[config.mk]
export PLATFORM = sky130hd
export DESIGN_NAME = n_way_link_arbiter
export DESIGN_NICKNAME = d
export VERILOG_FILES = /design/src/rtl/n_way_link_arbiter.sv
export SDC_FILE = /design/constraint.sdc
export NUM_CORES = 1
export LEC_CHECK = 0
export BUFFER_PORTS_ARGS = -buffer_cell sky130_fd_sc_hd__buf_4
export CELL_PAD_IN_SITES_DETAIL_PLACEMENT = 1
export CELL_PAD_IN_SITES_GLOBAL_PLACEMENT = 1
export CORE_MARGIN = 2
export CORE_UTILIZATION = 32
export DETAILED_ROUTE_END_ITERATION = 10
export GPL_TIMING_DRIVEN = 0
export PLACE_DENSITY = 0.95
export SETUP_SLACK_MARGIN = 0.05
export SYNTH_ARGS = -nofsm -noshare
export SYNTH_HDL_FRONTEND = slang
export SYNTH_SLANG_ARGS = --single-unit
[constraint.sdc]
create_clock -name clock -period 7.6 [get_ports clock]
set_input_delay 0.76 -clock clock [delete_from_list [all_inputs] [get_ports clock]]
set_output_delay 0.76 -clock clock [all_outputs]
set_load 0.005 [all_outputs]
[src/rtl/n_way_link_arbiter.sv]
// n_way_link_arbiter
//
// Fair, registered arbiter that shares one outgoing link between N requesting
// input links. Round-robin winner selection feeds a one-entry output register,
// giving one packet per cycle sustained throughput. The outgoing request and
// packet come only from registers. The only combinational path runs from
// output_link_ack to input_links_ack.
//
// Optional build macro:
//   TIA_LINK_ARBITER_FIXED_PRIORITY_EN - when defined, the grant pointer is held
//   at 0, so the lowest-index requester always wins. Starvation is possible in
//   this mode. Reset values, latency and handshake rules are the same as in the
//   default round-robin build.
//
// Ports:
//   clock             rising-edge clock for all state
//   reset_n           asynchronous active-low reset
//   input_links_req   [N-1:0]            per-input request
//   input_links_ack   [N-1:0]            per-input ack (at most one high)
//   input_links_tag   [N*TagWidth-1:0]   per-input tag, input k at slice k
//   input_links_data  [N*WordWidth-1:0]  per-input data, input k at slice k
//   output_link_req                      output register holds a packet
//   output_link_ack                      downstream accepts the held packet
//   output_link_tag   [TagWidth-1:0]     held tag (zero when empty)
//   output_link_data  [WordWidth-1:0]    held data (zero when empty)
//   output_source     [PTR_WIDTH-1:0]    index of the input whose packet is held

module n_way_link_arbiter #(
  parameter int unsigned N         = 4,
  parameter int unsigned TagWidth  = 3,
  parameter int unsigned WordWidth = 32,
  localparam int unsigned PTR_WIDTH = (N > 1) ? $clog2(N) : 1
) (
  input  logic                   clock,
  input  logic                   reset_n,
  input  logic [N-1:0]           input_links_req,
  output logic [N-1:0]           input_links_ack,
  input  logic [N*TagWidth-1:0]  input_links_tag,
  input  logic [N*WordWidth-1:0] input_links_data,
  output logic                   output_link_req,
  input  logic                   output_link_ack,
  output logic [TagWidth-1:0]    output_link_tag,
  output logic [WordWidth-1:0]   output_link_data,
  output logic [PTR_WIDTH-1:0]   output_source
);

  localparam logic [PTR_WIDTH:0] NVal = (PTR_WIDTH + 1)'(N);

  // Output register and grant pointer.
  logic                 out_valid_q, out_valid_d;
  logic [TagWidth-1:0]  out_tag_q, out_tag_d;
  logic [WordWidth-1:0] out_data_q, out_data_d;
  logic [PTR_WIDTH-1:0] out_src_q, out_src_d;
  logic [PTR_WIDTH-1:0] rr_ptr_q, rr_ptr_d;

  // Selection signals.
  logic                 any_req;
  logic                 accept_ready;
  logic                 accept;
  logic [2*N-1:0]       req_dbl;
  logic [2*N-1:0]       req_shifted;
  logic [N-1:0]         req_rot;
  logic [PTR_WIDTH:0]   offset;
  logic [PTR_WIDTH:0]   win_sum;
  logic [PTR_WIDTH-1:0] winner;
  logic [PTR_WIDTH:0]   ptr_inc;
  logic [TagWidth-1:0]  win_tag;
  logic [WordWidth-1:0] win_data;
  logic [N-1:0]         win_onehot;
  logic                 found;

  assign any_req      = |input_links_req;
  // Drain-and-refill: a full register can take a new packet on the edge it drains.
  assign accept_ready = !out_valid_q || output_link_ack;
  assign accept       = any_req && accept_ready;

  // Rotate the request vector so that bit 0 corresponds to rr_ptr; the first set
  // bit of the rotated vector is the offset of the winner from the pointer.
  always_comb begin
    req_dbl     = {input_links_req, input_links_req};
    req_shifted = req_dbl >> rr_ptr_q;
    req_rot     = req_shifted[N-1:0];
    offset      = '0;
    found       = 1'b0;
    for (int unsigned k = 0; k < N; k++) begin
      if (!found && req_rot[k]) begin
        found  = 1'b1;
        offset = (PTR_WIDTH + 1)'(k);
      end
    end
  end

  // Map the offset back to an absolute index, wrapping at N.
  always_comb begin
    win_sum = {1'b0, rr_ptr_q} + offset;
    if (win_sum >= NVal) begin
      win_sum = win_sum - NVal;
    end
    winner = win_sum[PTR_WIDTH-1:0];

    ptr_inc = {1'b0, winner} + (PTR_WIDTH + 1)'(1);
    if (ptr_inc >= NVal) begin
      ptr_inc = '0;
    end
  end

  // Winner packet mux and one-hot grant.
  always_comb begin
    win_tag    = '0;
    win_data   = '0;
    win_onehot = '0;
    for (int unsigned k = 0; k < N; k++) begin
      if (winner == PTR_WIDTH'(k)) begin
        win_onehot[k] = 1'b1;
        win_tag       = input_links_tag[k*TagWidth +: TagWidth];
        win_data      = input_links_data[k*WordWidth +: WordWidth];
      end
    end
  end

  // Acks are gated by reset so nothing is consumed while the block is held in reset.
  assign input_links_ack = (accept && reset_n) ? win_onehot : '0;

  // Next-state for the output register and pointer.
  always_comb begin
    out_valid_d = out_valid_q;
    out_tag_d   = out_tag_q;
    out_data_d  = out_data_q;
    out_src_d   = out_src_q;
    rr_ptr_d    = rr_ptr_q;
    if (accept) begin
      out_valid_d = 1'b1;
      out_tag_d   = win_tag;
      out_data_d  = win_data;
      out_src_d   = winner;
`ifdef TIA_LINK_ARBITER_FIXED_PRIORITY_EN
      rr_ptr_d    = '0;
`else
      rr_ptr_d    = ptr_inc[PTR_WIDTH-1:0];
`endif
    end else if (out_valid_q && output_link_ack) begin
      // Plain drain: clear payload so the idle link shows zeros; keep source/pointer.
      out_valid_d = 1'b0;
      out_tag_d   = '0;
      out_data_d  = '0;
    end
  end

  always_ff @(posedge clock or negedge reset_n) begin
    if (!reset_n) begin
      out_valid_q <= 1'b0;
      out_tag_q   <= '0;
      out_data_q  <= '0;
      out_src_q   <= '0;
      rr_ptr_q    <= '0;
    end else begin
      out_valid_q <= out_valid_d;
      out_tag_q   <= out_tag_d;
      out_data_q  <= out_data_d;
      out_src_q   <= out_src_d;
      rr_ptr_q    <= rr_ptr_d;
    end
  end

  assign output_link_req  = out_valid_q;
  assign output_link_tag  = out_valid_q ? out_tag_q : '0;
  assign output_link_data = out_valid_q ? out_data_q : '0;
  assign output_source    = out_src_q;

`ifndef SYNTHESIS
  // At most one input is acked in any cycle.
  ack_onehot0: assert property (@(posedge clock) disable iff (!reset_n)
    $onehot0(input_links_ack));
  // A stalled output register must not take a new packet.
  stall_no_ack: assert property (@(posedge clock) disable iff (!reset_n)
    (out_valid_q && !output_link_ack) |-> (input_links_ack == '0));
  // The pointer must always name a real input.
  ptr_in_range: assert property (@(posedge clock) disable iff (!reset_n)
    ({1'b0, rr_ptr_q} < NVal));
`endif

endmodule

Word-level counts from Yosys, hierarchy flattened
Cells that the tools add are included.
{"block": "totals", "mem_bits_ro": 0, "elab_cells": 57, "ramBits": 0, "latchBits": 0, "n_memories": 0, "reg_bits": 40, "output_inout_bits": 42}
{"block": "op_classes", "n_mul": 0, "add_sub_neg": 3, "shift": 1, "n_bitwise": 0, "div_mod_pow": 0, "magnitude_cmp": 2, "reduce_logical": 14, "n_eq_ne": 3, "muxes": 29}
{"operator": "$mux W32", "count": 7}
{"operator": "$mux W3", "count": 8}
{"operator": "$mux W1", "count": 10}
{"operator": "$shr A8 B2 Y4", "count": 1}
{"operator": "$ge A3 B3 Y1 const B", "count": 2}
{"operator": "$logic_and A1 B1 Y1", "count": 6}
{"operator": "$mux W2", "count": 3}
{"operator": "$eq A2 B2 Y1 const B", "count": 2}
{"operator": "$logic_not A1 Y1", "count": 4}
{"operator": "$mux W4", "count": 1}
{"operator": "$reduce_or A4 Y1", "count": 1}
{"operator": "$add A2 B1 Y3 const B", "count": 1}
{"operator": "$add A2 B3 Y3", "count": 1}
{"operator": "$eq A2 B1 Y1 const B", "count": 1}
{"operator": "$logic_not A2 Y1", "count": 1}
{"operator": "$reduce_bool A2 Y1", "count": 1}
{"operator": "$sub A2 B1 Y2 const B", "count": 1}
{"operator": "$logic_or A1 B1 Y1", "count": 1}

Longest topological paths before layout
Gate-level depths: netlist of run 1.
{"block": "depth", "depth_word": 20, "mapped_depth": 16, "depth_no_buf": 13}

Worst setup path before layout of run 1
OpenSTA, ideal clock, no wires.
{"block": "synth_timing", "kind": "input -> output", "start": "input input_links_req[1]", "end": "output input_links_ack[3]", "arrival_time_ns": 3.090, "required_time_ns": 6.840, "cell_stages": 12, "setup_slack_ns": 3.750, "path_cell_list": "or2b_1 a21oi_1 o211ai_1 o21a_1 ha_1 xnor2_1 or4_1 nand2_1 ha_1 clkbuf_1 clkbuf_1 and3_1"}
{"block": "synth_via", "elab_chain_cells": 17, "elab_cells_between_ends": 23, "cone_classes": "add/sub: 2; order compare: 1; eq/ne: 1; shift: 1; mux: 9; reduce/logical: 9"}
{"item": "start, declared", "line_no": "36", "source": "input logic [N-1:0] input_links_req,"}
{"item": "$shr A8 B2 Y4 (*)", "line_no": "81", "source": "req_shifted = req_dbl >> rr_ptr_q;"}
{"item": "$mux W1", "line_no": "86", "source": "if (!found && req_rot[k]) begin"}
{"item": "$logic_not A1 Y1", "line_no": "86"}
{"item": "$logic_and A1 B1 Y1", "line_no": "86"}
{"item": "$mux W1", "line_no": "86"}
{"item": "$logic_not A1 Y1", "line_no": "86"}
{"item": "$logic_and A1 B1 Y1", "line_no": "86"}
{"item": "$mux W1", "line_no": "86"}
{"item": "(+2 left out)"}
{"item": "$mux W3 (*)", "line_no": "86"}
{"item": "$add A2 B3 Y3 (*)", "line_no": "95", "source": "win_sum = {1'b0, rr_ptr_q} + offset;"}
{"item": "$ge A3 B3 Y1 / $sub A2 B1 Y2 (equally long branches)", "line_no": "96, 97"}
{"item": "$mux W2 (*)", "line_no": "96", "source": "if (win_sum >= NVal) begin"}
{"item": "net win_sum[1]", "line_no": "64", "source": "logic [PTR_WIDTH:0] win_sum;"}
{"item": "$eq A2 B2 Y1 (*)", "line_no": "113", "source": "if (winner == PTR_WIDTH'(k)) begin"}
{"item": "$mux W1 (*)", "line_no": "113"}
{"item": "$mux W4 (*)", "line_no": "122", "source": "assign input_links_ack = (accept && reset_n) ? win_onehot : '0;"}
{"item": "end, declared", "line_no": "37", "source": "output logic [N-1:0] input_links_ack,"}
Mark *: on every way through the listed nets, which the timed path passes. The rest lies on a longest branch.

Worst setup path after layout of run 1
Same ends and word-level chain as after synthesis.

==> impl_metrics.py, run 1 <==
metrics = {
    "routing": {
        "drtAntennaViolNets": 0,
        "initialDrtViolationCount": 116,
        "drt-met1-wl_um": 4820,
        "top_layer": "met4",
        "dr.pass1.iters": 4,
        "dr_wl_met2_um": 6720,
        "avgRoutedWirePerCell_um": 19.4,
        "num_vias": 3594,
        "drt_drc_violations_left": 0,
        "totalWireLength_um": 12600,
        "wl_met3_um": 779,
        "routed_via_density": 5.54,
    },
    "yosys": {
        "yosys_register_bits": 40,
        "syn_nets": 494,
        "synth_warnings": 0,
        "async_flop_share_pct": 100,
        "synth_area_leaders": "dfrtp_1 33%, a221oi_1 9.9%, a22o_1 9.9%, o31ai_1 9.0%, and2_1 7.5%",
        "synth_seq_area_share_pct": 33.2,
        "synth_most_common_cell": "nand2_1",
        "ys_types": 37,
        "yosys.area.top_type_share_pct": 33.2,
        "syn_avg_cell_area_um2": 8.81,
        "synth_area_leader_cell": "dfrtp_1",
        "synth_ff_type": "dfrtp_1",
        "syn_inst": 342,
        "synth_edf_count": 0,
        "synth.top_cells.by_count": "44 x nand2_1, 40 x dfrtp_1, 36 x and2_1, 36 x nor2b_1, 36 x o31ai_1",
        "syn_area_um2": 3010,
    },
    "worst_hold_path": {
        "min_path_type": "input port to asynchronous set/reset pin",
    },
    "setup_path": {
        "crit_path_start_kind": "input port",
        "cp_max_fo": 10,
        "crit_type": "input port to output pin",
        "cp.required_ps": 6840,
        "critPathArrivalTime_ps": 3870,
        "endpoint_kind": "output pin",
    },
    "place": {
        "place_congestion": 0.874,
        "postPlaceCellArea_um2": 4560,
        "dp.cells": 641,
        "pre_cts_ws_ps": 2950,
        "portBuffers": 188,
        "hpwl_um": 9910,
    },
    "power": {
        "power_density_nw_per_um2": 461,
        "p_int_w": 0.00114,
        "seq_power_share_pct": 16.9,
        "power.share.clock_pct": 6.9,
        "vdd_drop_max_mv": 0.185,
        "p_leak_nw": 2.19,
        "swShare_pct": 47.0,
        "power_frac_comb_pct": 76.2,
        "p_switching_w": 0.00101,
    },
    "layout": {
        "fillers": 1140,
        "layout-drive-gt1-share_pct": 39.6,
        "antennaDiodeCount": 0,
        "final_cells": 649,
        "design_area_um2": 4650,
        "num-nets-final": 689,
        "syn_to_final_growth_pct": 54.5,
    },
    "clock_tree": {
        "cts-root-buf": "clkbuf_8",
        "clock_path_buffers": 2,
        "numCtsBuffers": 5,
        "clock_latency_ps": 280,
        "cts_setup_buffers": 0,
        "cts_sinks": 40,
        "h-tree-depth": 2,
        "ctsResizeCount": 0,
        "tritoncts": "done",
        "clk_pin_slew_ps": 80,
        "cts_hold_buf": 0,
    },
    "die": {
        "io_pins": 189,
        "rows": 35,
        "dieArea_um2": 10200,
        "die_y_um": 101,
        "initial_utilization_pct": 32.7,
        "core-area_um2": 9200,
        "die_w_um": 101,
    },
    "sta": {
        "clock.fmax_ghz": 0.216,
        "slew_headroom_pct": 58.6,
        "layout_setup_ws_ps": 2970,
        "slew_viol_final": 0,
        "period_share_pct": 60.9,
        "whs_ps": 455,
        "rsz0062_at_grt": "no",
        "tns_ps": 0,
        "fin_crit_ps": 4630,
        "skew_ps": 5.14,
        "worst_pin_slew_ps": 621,
        "setup_viol": 0,
        "hold_violations": 0,
    },
    "run_status": {
        "status": "finished, final reports clean",
    },
    "global_route": {
        "grt_start_max_net_pins": 45,
        "grt_overflow": 0,
        "grt_pass1_wl_um": 19400,
        "antenna_found_initial": 0,
        "gr-usage-all-layers_pct": 24.1,
        "grt_pass1_vias": 3870,
    },
    "job": {
        "drv_cap": 0,
    },
}
==> final timing paths <==
kind	start	end	slack (ps)	depth (start not counted)
min in group clock	out_data_q[31]	out_data_q[31]	500	1
setup / recovery	input_links_req[1]	input_links_ack[3]	2970	14
hold reg to reg	out_data_q[31]	out_data_q[31]	500	1
setup reg to reg	rr_ptr_q[1]	out_data_q[0]	3540	16
hold / removal	reset_n	out_data_q[14]	460	1
max in group asynchronous	reset_n	rr_ptr_q[1]	6770	1
==> kinds of logic after synthesis <==
group,Yosys count,share of synthesized area [%]
multiplexers,1,0.374
AND/OR/NAND/NOR,137,25.3
buffers and inverters,39,6.56
AO/OA/AOI/OAI,119,32.1
flip-flops,40,33.2
adder cells (fa/ha/maj),5,2.08
XOR/XNOR,1,0.291
==> state kept, by name, summed over array words and instances, names as in the netlist <==
| name | cells |
|---|---|
| output_source | 2 |
| out_tag_q | 3 |
| rr_ptr_q | 2 |
| out_data_q | 32 |
| output_link_req | 1 |
==> worst max-delay path, cell delays in order <==
cell and delay [ps]:
buf_4 130, or2b_1 230, a21oi_1 160, o211ai_1 100, o21a_1 120, ha_1 180, xnor2_1 140, or4_1 570
nand2_1 130, ha_1 150, clkbuf_1 380, clkbuf_1 460, and3_1 240, buf_4 110
==> routing by layer <==
layer,global-route usage (%),up-vias
li1,-,1663
met4,7.48,0
met1,27.8,1757
met3,4.02,20
met2,45.3,154
met5,0,-
==> cell type report <==
| cell class | instances | area [um2] | share of cell area, % |
|---|---|---|---|
| Multi-Input combinational cell | 263 | 1810 | 39.0 |
| Timing Repair Buffer | 188 | 1410 | 30.3 |
| Sequential cell | 40 | 1000 | 21.5 |
| Buffer | 37 | 190 | 4.09 |
| Tap cell | 111 | 139 | 2.98 |
| Clock buffer | 6 | 82.6 | 1.77 |
| Clock inverter | 2 | 10.0 | 0.215 |
| Inverter | 2 | 7.51 | 0.161 |
==> cells in the final DEF (no fill, tap or decap), types with 5 or more instances in the layout <==
master	netlist	routed
dfrtp_1	40	40
a221oi_1	34	34
o31ai_1	36	36
clkbuf_1	24	24
a21oi_1	6	6
buf_4	3	191
and2_1	36	36
ha_1	5	5
a22o_1	34	34
buf_6	5	5
nand2_1	44	44
nor2b_1	36	36
clkbuf_8	0	6
==> power by group through the flow <==
stage / Combinational (W) / Sequential [W] / Clock [W]
finish: 0.00164 / 0.000363 / 0.000148
floorplan: 0.00108 / 0.000349 / 0
global route: 0.00181 / 0.000376 / 0.000161
detailed placement: 0.00164 / 0.000367 / 0
CTS: 0.00165 / 0.000363 / 0.000152
global placement: 0.00157 / 0.000359 / 0
==> through the flow <==
step	utilization (%)	power, W
2_1_floorplan	-	0.00142
3_3_place_gp	49.6	0.00192
3_5_place_dp	49.6	0.00201
4_1_cts	50.6	0.00216
5_1_grt	50.6	0.00235
6_report	50.6	0.00215
Power figures use the tool's default switching activity.
==> inputs of run 2 (changes only) <==
--- a/config.mk
+++ b/config.mk
@@ -5,14 +5,15 @@
 export SDC_FILE = /design/constraint.sdc
 export NUM_CORES = 1
 export LEC_CHECK = 0
+export ABC_AREA = 1
 export BUFFER_PORTS_ARGS = -buffer_cell sky130_fd_sc_hd__buf_4
 export CELL_PAD_IN_SITES_DETAIL_PLACEMENT = 1
 export CELL_PAD_IN_SITES_GLOBAL_PLACEMENT = 1
 export CORE_MARGIN = 2
-export CORE_UTILIZATION = 32
+export CORE_UTILIZATION = 28
 export DETAILED_ROUTE_END_ITERATION = 10
 export GPL_TIMING_DRIVEN = 0
-export PLACE_DENSITY = 0.95
+export PLACE_DENSITY = 0.92
 export SETUP_SLACK_MARGIN = 0.05
 export SYNTH_ARGS = -nofsm -noshare
 export SYNTH_HDL_FRONTEND = slang
==> constraint.sdc (replaced) <==
create_clock -name clock -period 4.46 [get_ports clock]
set_input_delay 0.446 -clock clock [delete_from_list [all_inputs] [get_ports clock]]
set_output_delay 0.446 -clock clock [all_outputs]
set_load 0.005 [all_outputs]
==> impl_metrics.py, run 2 <==
metrics = {
    "sta": {
        "hold_violations": 0,
        "clock.fmax_ghz": 0.275,
        "tns_ps": 0,
        "slew_headroom_pct": 61.4,
        "period_share_pct": 81.5,
        "worst_pin_slew_ps": 579,
        "slew_viol_final": 0,
        "fin_crit_ps": 3630,
        "skew_ps": 10.4,
        "whs_ps": 147,
        "setup_viol": 0,
        "rsz0062_at_grt": "no",
        "layout_setup_ws_ps": 826,
    },
    "yosys": {
        "ys_types": 22,
        "async_flop_share_pct": 100,
        "syn_area_um2": 3000,
        "synth_area_leaders": "dfrtp_1 33%, nand2_1 19%, o21ai_0 8.2%, a21oi_1 5.8%, a22oi_1 5.8%",
        "synth_warnings": 0,
        "syn_inst": 447,
        "syn_avg_cell_area_um2": 6.72,
        "yosys_register_bits": 40,
        "synth_ff_type": "dfrtp_1",
        "synth_most_common_cell": "nand2_1",
        "synth_seq_area_share_pct": 33.3,
        "synth_area_leader_cell": "dfrtp_1",
        "syn_nets": 599,
        "yosys.area.top_type_share_pct": 33.3,
        "synth_edf_count": 0,
        "synth.top_cells.by_count": "154 x nand2_1, 49 x o21ai_0, 45 x inv_1, 40 x dfrtp_1, 35 x a21oi_1",
    },
    "routing": {
        "avgRoutedWirePerCell_um": 16.8,
        "dr.pass1.iters": 4,
        "drt_drc_violations_left": 0,
        "totalWireLength_um": 13100,
        "drtAntennaViolNets": 0,
        "num_vias": 3869,
        "initialDrtViolationCount": 116,
        "routed_via_density": 4.97,
    },
    "die": {
        "die_y_um": 108,
        "die_w_um": 108,
        "core-area_um2": 10400,
        "initial_utilization_pct": 29.0,
        "io_pins": 189,
        "rows": 37,
        "dieArea_um2": 11600,
    },
    "global_route": {
        "grt_overflow": 0,
        "gr-usage-all-layers_pct": 21.9,
        "grt_pass1_vias": 4283,
        "grt_pass1_wl_um": 20000,
        "grt_start_max_net_pins": 42,
        "antenna_found_initial": 0,
    },
    "setup_path": {
        "r2r_end": "out_data_q[2]",
        "critical_path.startpoint": "rr_ptr_q[0]",
        "endpoint_kind": "output pin",
        "crit_type": "flip-flop to output pin",
        "timing.critical_path.to": "input_links_ack[3]",
        "rr_startpoint": "rr_ptr_q[0]",
        "critPathArrivalTime_ps": 3190,
        "crit_top_cell": "nand2_1",
        "cp.required_ps": 4010,
        "cpMaxStageDelayCell": "dfrtp_1",
        "critPathBufInv": 5,
        "cpPeakStageDelay_ps": 440,
        "crit_path_start_kind": "flip-flop",
        "cp_max_fo": 10,
        "crit_cells": 16,
        "cp_top_family": "buffers and inverters",
        "r2r_setup_slack_ps": 1180,
        "crit_chain": "inv_1 > nand2_1 > nand3_1 > nand2_1 > nand3_1 > a21boi_0 > ha_1 > xnor2_1 > inv_1 > nand2_1 > nand2_1 > ha_1 > inv_1 > clkbuf_1 > nor2_1 > buf_4",
        "r2r_cells": 19,
    },
    "place": {
        "place_congestion": 0.805,
        "pre_cts_ws_ps": 1150,
        "hpwl_um": 10700,
        "portBuffers": 188,
    },
    "power": {
        "seq_power_share_pct": 14.6,
        "p_switching_w": 0.00241,
        "p_int_w": 0.00201,
        "p_leak_nw": 2.63,
        "power_frac_comb_pct": 79.8,
        "swShare_pct": 54.5,
        "fin_total_pwr_w": 0.00443,
        "vdd_drop_max_mv": 0.462,
        "power_density_nw_per_um2": 946,
        "power.share.clock_pct": 5.6,
    },
    "layout": {
        "regMostFlops": "out_data_q",
        "antennaDiodeCount": 0,
        "final_common_cell": "buf_4",
        "num-nets-final": 794,
        "layout-drive-gt1-share_pct": 34.8,
        "layout_common_cells": "193 x buf_4, 154 x nand2_1, 49 x o21ai_0",
        "fillers": 1381,
        "reg_top3": "out_data_q (32), out_tag_q (3)",
        "syn_to_final_growth_pct": 55.8,
        "largest_register_ffs": 32,
    },
    "job": {
        "drv_cap": 0,
    },
    "clock_tree": {
        "cts_sinks": 40,
        "cts_hold_buf": 0,
        "h-tree-depth": 2,
        "clock_latency_ps": 290,
        "numCtsBuffers": 5,
        "tritoncts": "done",
        "ctsResizeCount": 0,
        "cts_setup_buffers": 0,
        "cts-root-buf": "clkbuf_8",
        "clock_path_buffers": 2,
        "clk_pin_slew_ps": 80,
    },
    "run_status": {
        "status": "finished, final reports clean",
    },
    "worst_hold_path": {
        "min_path_type": "input port to asynchronous set/reset pin",
    },
}
[run 2: cell types whose count changed in the layout (fill, tap and decap cells not counted), sizes merged, moves of 10 or more]
| cell | before | now |
|---|---|---|
| nor2b | 36 | 0 |
| and2 | 37 | 0 |
| o31ai | 36 | 0 |
| a22o | 34 | 0 |
| a22oi | 1 | 23 |
| inv | 2 | 49 |
| a21oi | 6 | 35 |
| o21ai | 3 | 62 |
| clkbuf | 30 | 18 |
| nand3 | 0 | 10 |
| o211ai | 1 | 23 |
| nand2 | 44 | 155 |
| a221oi | 34 | 0 |
[run 2: power by group through the flow]
stage                     Clock, W  Sequential (W)  Combinational, W
after floorplan                  0        0.000626           0.00234
after global placement           0        0.000641           0.00333
after detailed placement         0        0.000651           0.00353
after CTS                 0.000261        0.000644           0.00353
after global routing      0.000276        0.000665           0.00396
final                     0.000249        0.000645           0.00353
[run 2: final cells by class]
class / instances / area (um2) / share of cell area (%)
timing repair buffer: 188 / 1410 / 30.2
clock inverter: 2 / 10.0 / 0.214
sequential: 40 / 1000 / 21.4
tap: 136 / 170 / 3.64
inverter: 49 / 186 / 3.99
clock buffer: 6 / 82.6 / 1.77
buffer: 32 / 189 / 4.04
multi-input combinational: 326 / 1630 / 34.8
[run 2: layer usage]
layer	vias up	part of all wire [%]	track usage, %
li1	1869	-	-
met1	1809	39	23.2
met2	172	53	43.7
met3	19	6.3	3.81
met4	0	1.6	5.86
met5	-	0	0
[run 2: how the worst min path moves through the flow]
stage,startpoint,endpoint,slack (ps),depth (start not counted)
floorplan,reset_n,out_data_q[0],150,0
global placement,reset_n,out_data_q[19],460,1
global route,reset_n,out_data_q[16],170,1
CTS,reset_n,output_link_req,150,1
detailed placement,reset_n,out_data_q[19],470,1
finish,reset_n,out_data_q[10],150,1
[run 2: logic make-up after synthesis]
group	count (synthesis)	synth area share [%]
flops	40	33.3
xor+xnor	1	0.292
fa+ha+maj	5	2.08
compound gates	144	28.0
simple gates	176	23.7
buf+inv	81	12.5
[run 2: metrics by stage]
step	instance area, um2	utilization, %	std cells
floorplan	3000	-	447
detailed placement	4580	44.2	771
finish	4680	45.1	779
global route	4680	45.1	779
global placement	4580	44.2	771
CTS	4680	45.1	779
==> inputs of run 3 (changes only) <==
==> constraint.sdc (replaced) <==
create_clock -name clock -period 3.5 [get_ports clock]
set_input_delay 0.35 -clock clock [delete_from_list [all_inputs] [get_ports clock]]
set_output_delay 0.35 -clock clock [all_outputs]
set_load 0.005 [all_outputs]
==> impl_metrics.py, run 3 (synthesis gave the netlist of run 2 again) <==
metrics = {
    "routing": {
        "dr.pass1.iters": 4,
        "routed_via_density": 4.94,
        "drtAntennaViolNets": 0,
        "totalWireLength_um": 13000,
        "drt_drc_violations_left": 0,
        "avgRoutedWirePerCell_um": 16.8,
        "initialDrtViolationCount": 124,
        "num_vias": 3843,
    },
    "die": {
        "die_y_um": 108,
        "core-area_um2": 10400,
        "rows": 37,
        "die_w_um": 108,
        "io_pins": 189,
        "dieArea_um2": 11600,
        "initial_utilization_pct": 29.0,
    },
    "sta": {
        "skew_ps": 10.2,
        "fin_crit_ps": 3130,
        "setup_viol": 0,
        "worst_pin_slew_ps": 582,
        "tns_ps": 0,
        "hold_violations": 0,
        "slew_headroom_pct": 61.2,
        "clock.fmax_ghz": 0.319,
        "rsz0062_at_grt": "no",
        "layout_setup_ws_ps": 366,
        "period_share_pct": 89.5,
        "slew_viol_final": 0,
    },
    "power": {
        "power_frac_comb_pct": 79.8,
        "p_leak_nw": 2.63,
        "seq_power_share_pct": 14.6,
        "p_int_w": 0.00259,
        "fin_total_pwr_w": 0.00567,
        "swShare_pct": 54.3,
        "vdd_drop_max_mv": 0.584,
        "power.share.clock_pct": 5.6,
        "power_density_nw_per_um2": 1210,
        "p_switching_w": 0.00308,
    },
    "layout": {
        "largest_register_ffs": 32,
        "final_common_cell": "buf_4",
        "design_area_um2": 4690,
        "antennaDiodeCount": 0,
        "layout-drive-gt1-share_pct": 36.0,
        "reg_top3": "out_data_q (32), out_tag_q (3)",
        "regMostFlops": "out_data_q",
        "fillers": 1379,
        "syn_to_final_growth_pct": 56.3,
        "layout_common_cells": "193 x buf_4, 153 x nand2_1, 48 x o21ai_0",
        "num-nets-final": 793,
    },
    "place": {
        "portBuffers": 188,
        "pre_cts_ws_ps": 270,
        "postPlaceCellArea_um2": 4580,
        "place_congestion": 0.805,
        "hpwl_um": 10700,
    },
    "global_route": {
        "grt_overflow": 0,
        "gr-usage-all-layers_pct": 21.9,
        "grt_pass1_wl_um": 20000,
        "grt_pass1_vias": 4278,
        "antenna_found_initial": 0,
        "grt_start_max_net_pins": 42,
    },
    "clock_tree": {
        "cts-root-buf": "clkbuf_8",
        "tritoncts": "done",
        "cts_sinks": 40,
        "h-tree-depth": 2,
        "numCtsBuffers": 5,
        "clk_pin_slew_ps": 80,
        "clock_path_buffers": 2,
        "clock_latency_ps": 290,
    },
    "setup_path": {
        "cp.required_ps": 3150,
        "r2r_setup_slack_ps": 380,
        "r2r_end": "out_data_q[2]",
        "cp_max_fo": 10,
        "crit_type": "flip-flop to output pin",
        "rr_startpoint": "rr_ptr_q[1]",
        "endpoint_kind": "output pin",
        "critPathArrivalTime_ps": 2780,
        "r2r_cells": 18,
        "crit_path_start_kind": "flip-flop",
    },
    "run_status": {
        "status": "finished, final reports clean",
    },
    "worst_hold_path": {
        "min_path_type": "input port to asynchronous set/reset pin",
    },
    "job": {
        "drv_cap": 0,
    },
}
-- run 3: power by group through the flow --
| stage | combinational (W) | clock (W) | sequential (W) |
|---|---|---|---|
| floorplan | 0.00298 | 0 | 0.000798 |
| global placement | 0.00424 | 0 | 0.000817 |
| detailed placement | 0.00449 | 0 | 0.000830 |
| CTS | 0.00449 | 0.000332 | 0.000821 |
| global route | 0.00509 | 0.000351 | 0.000850 |
| finish | 0.00453 | 0.000317 | 0.000826 |
-- run 3: how the worst max path moves through the flow --
stage | from | endpoint | slack [ps] | cells after the start
final | rr_ptr_q[1] | input_links_ack[2] | 370 | 14
after floorplan | rr_ptr_q[0] | out_data_q[1] | 980 | 21
after CTS | rr_ptr_q[0] | input_links_ack[2] | 90 | 16
after global placement | rr_ptr_q[0] | input_links_ack[3] | 460 | 16
after detailed placement | rr_ptr_q[0] | out_data_q[2] | 270 | 19
after global routing | rr_ptr_q[0] | out_data_q[23] | 80 | 18
-- run 3: worst max-delay path: stages, from the launching register on --
cell	delay, ps
dfrtp_1	470
inv_2	140
nand3_1	90
nand2_1	90
nand3_1	80
a21boi_0	190
ha_1	210
xnor2_1	140
nand3_1	110
nand2_2	130
ha_2	290
inv_1	110
clkbuf_2	190
nor2_1	130
buf_4	120
-- run 3: what timing repair did --
| action | CTS | global route |
|---|---|---|
| hold buffers | 0 | 0 |
| endpoints found under the setup margin | 2 | 31 |
| gates resized for setup | 1 | 10 |
| cloned | 0 | 0 |
| pin swaps | 0 | 0 |
| buffers inserted | 0 | 0 |
-- run 3: metal layers --
metal	share of wire [%]	vias to the layer above	GRT usage (%)
li1	-	1868	-
met1	39	1799	23.1
met2	53	159	43.4
met3	6.4	17	3.87
met4	2.0	0	6.50
met5	0	-	0
-- run 3: through the flow --
step | hold slack [ps] | utilization (%) | cells
2_1_floorplan | 54.4 | - | 447
3_3_place_gp | 359 | 44.2 | 771
3_5_place_dp | 375 | 44.2 | 771
4_1_cts | 58.7 | 45.1 | 778
5_1_grt | 78.7 | 45.3 | 778
6_report | 50.9 | 45.3 | 778
-- run 3: layout make-up --
type / count / area (um2) / share of cell area (%)
Tap cell: 136 / 170 / 3.63
Clock buffer: 6 / 82.6 / 1.76
Inverter: 49 / 186 / 3.97
Buffer: 31 / 186 / 3.97
Multi-Input combinational cell: 326 / 1640 / 35.0
Clock inverter: 2 / 10.0 / 0.213
Sequential cell: 40 / 1000 / 21.4
Timing Repair Buffer: 188 / 1410 / 30.1
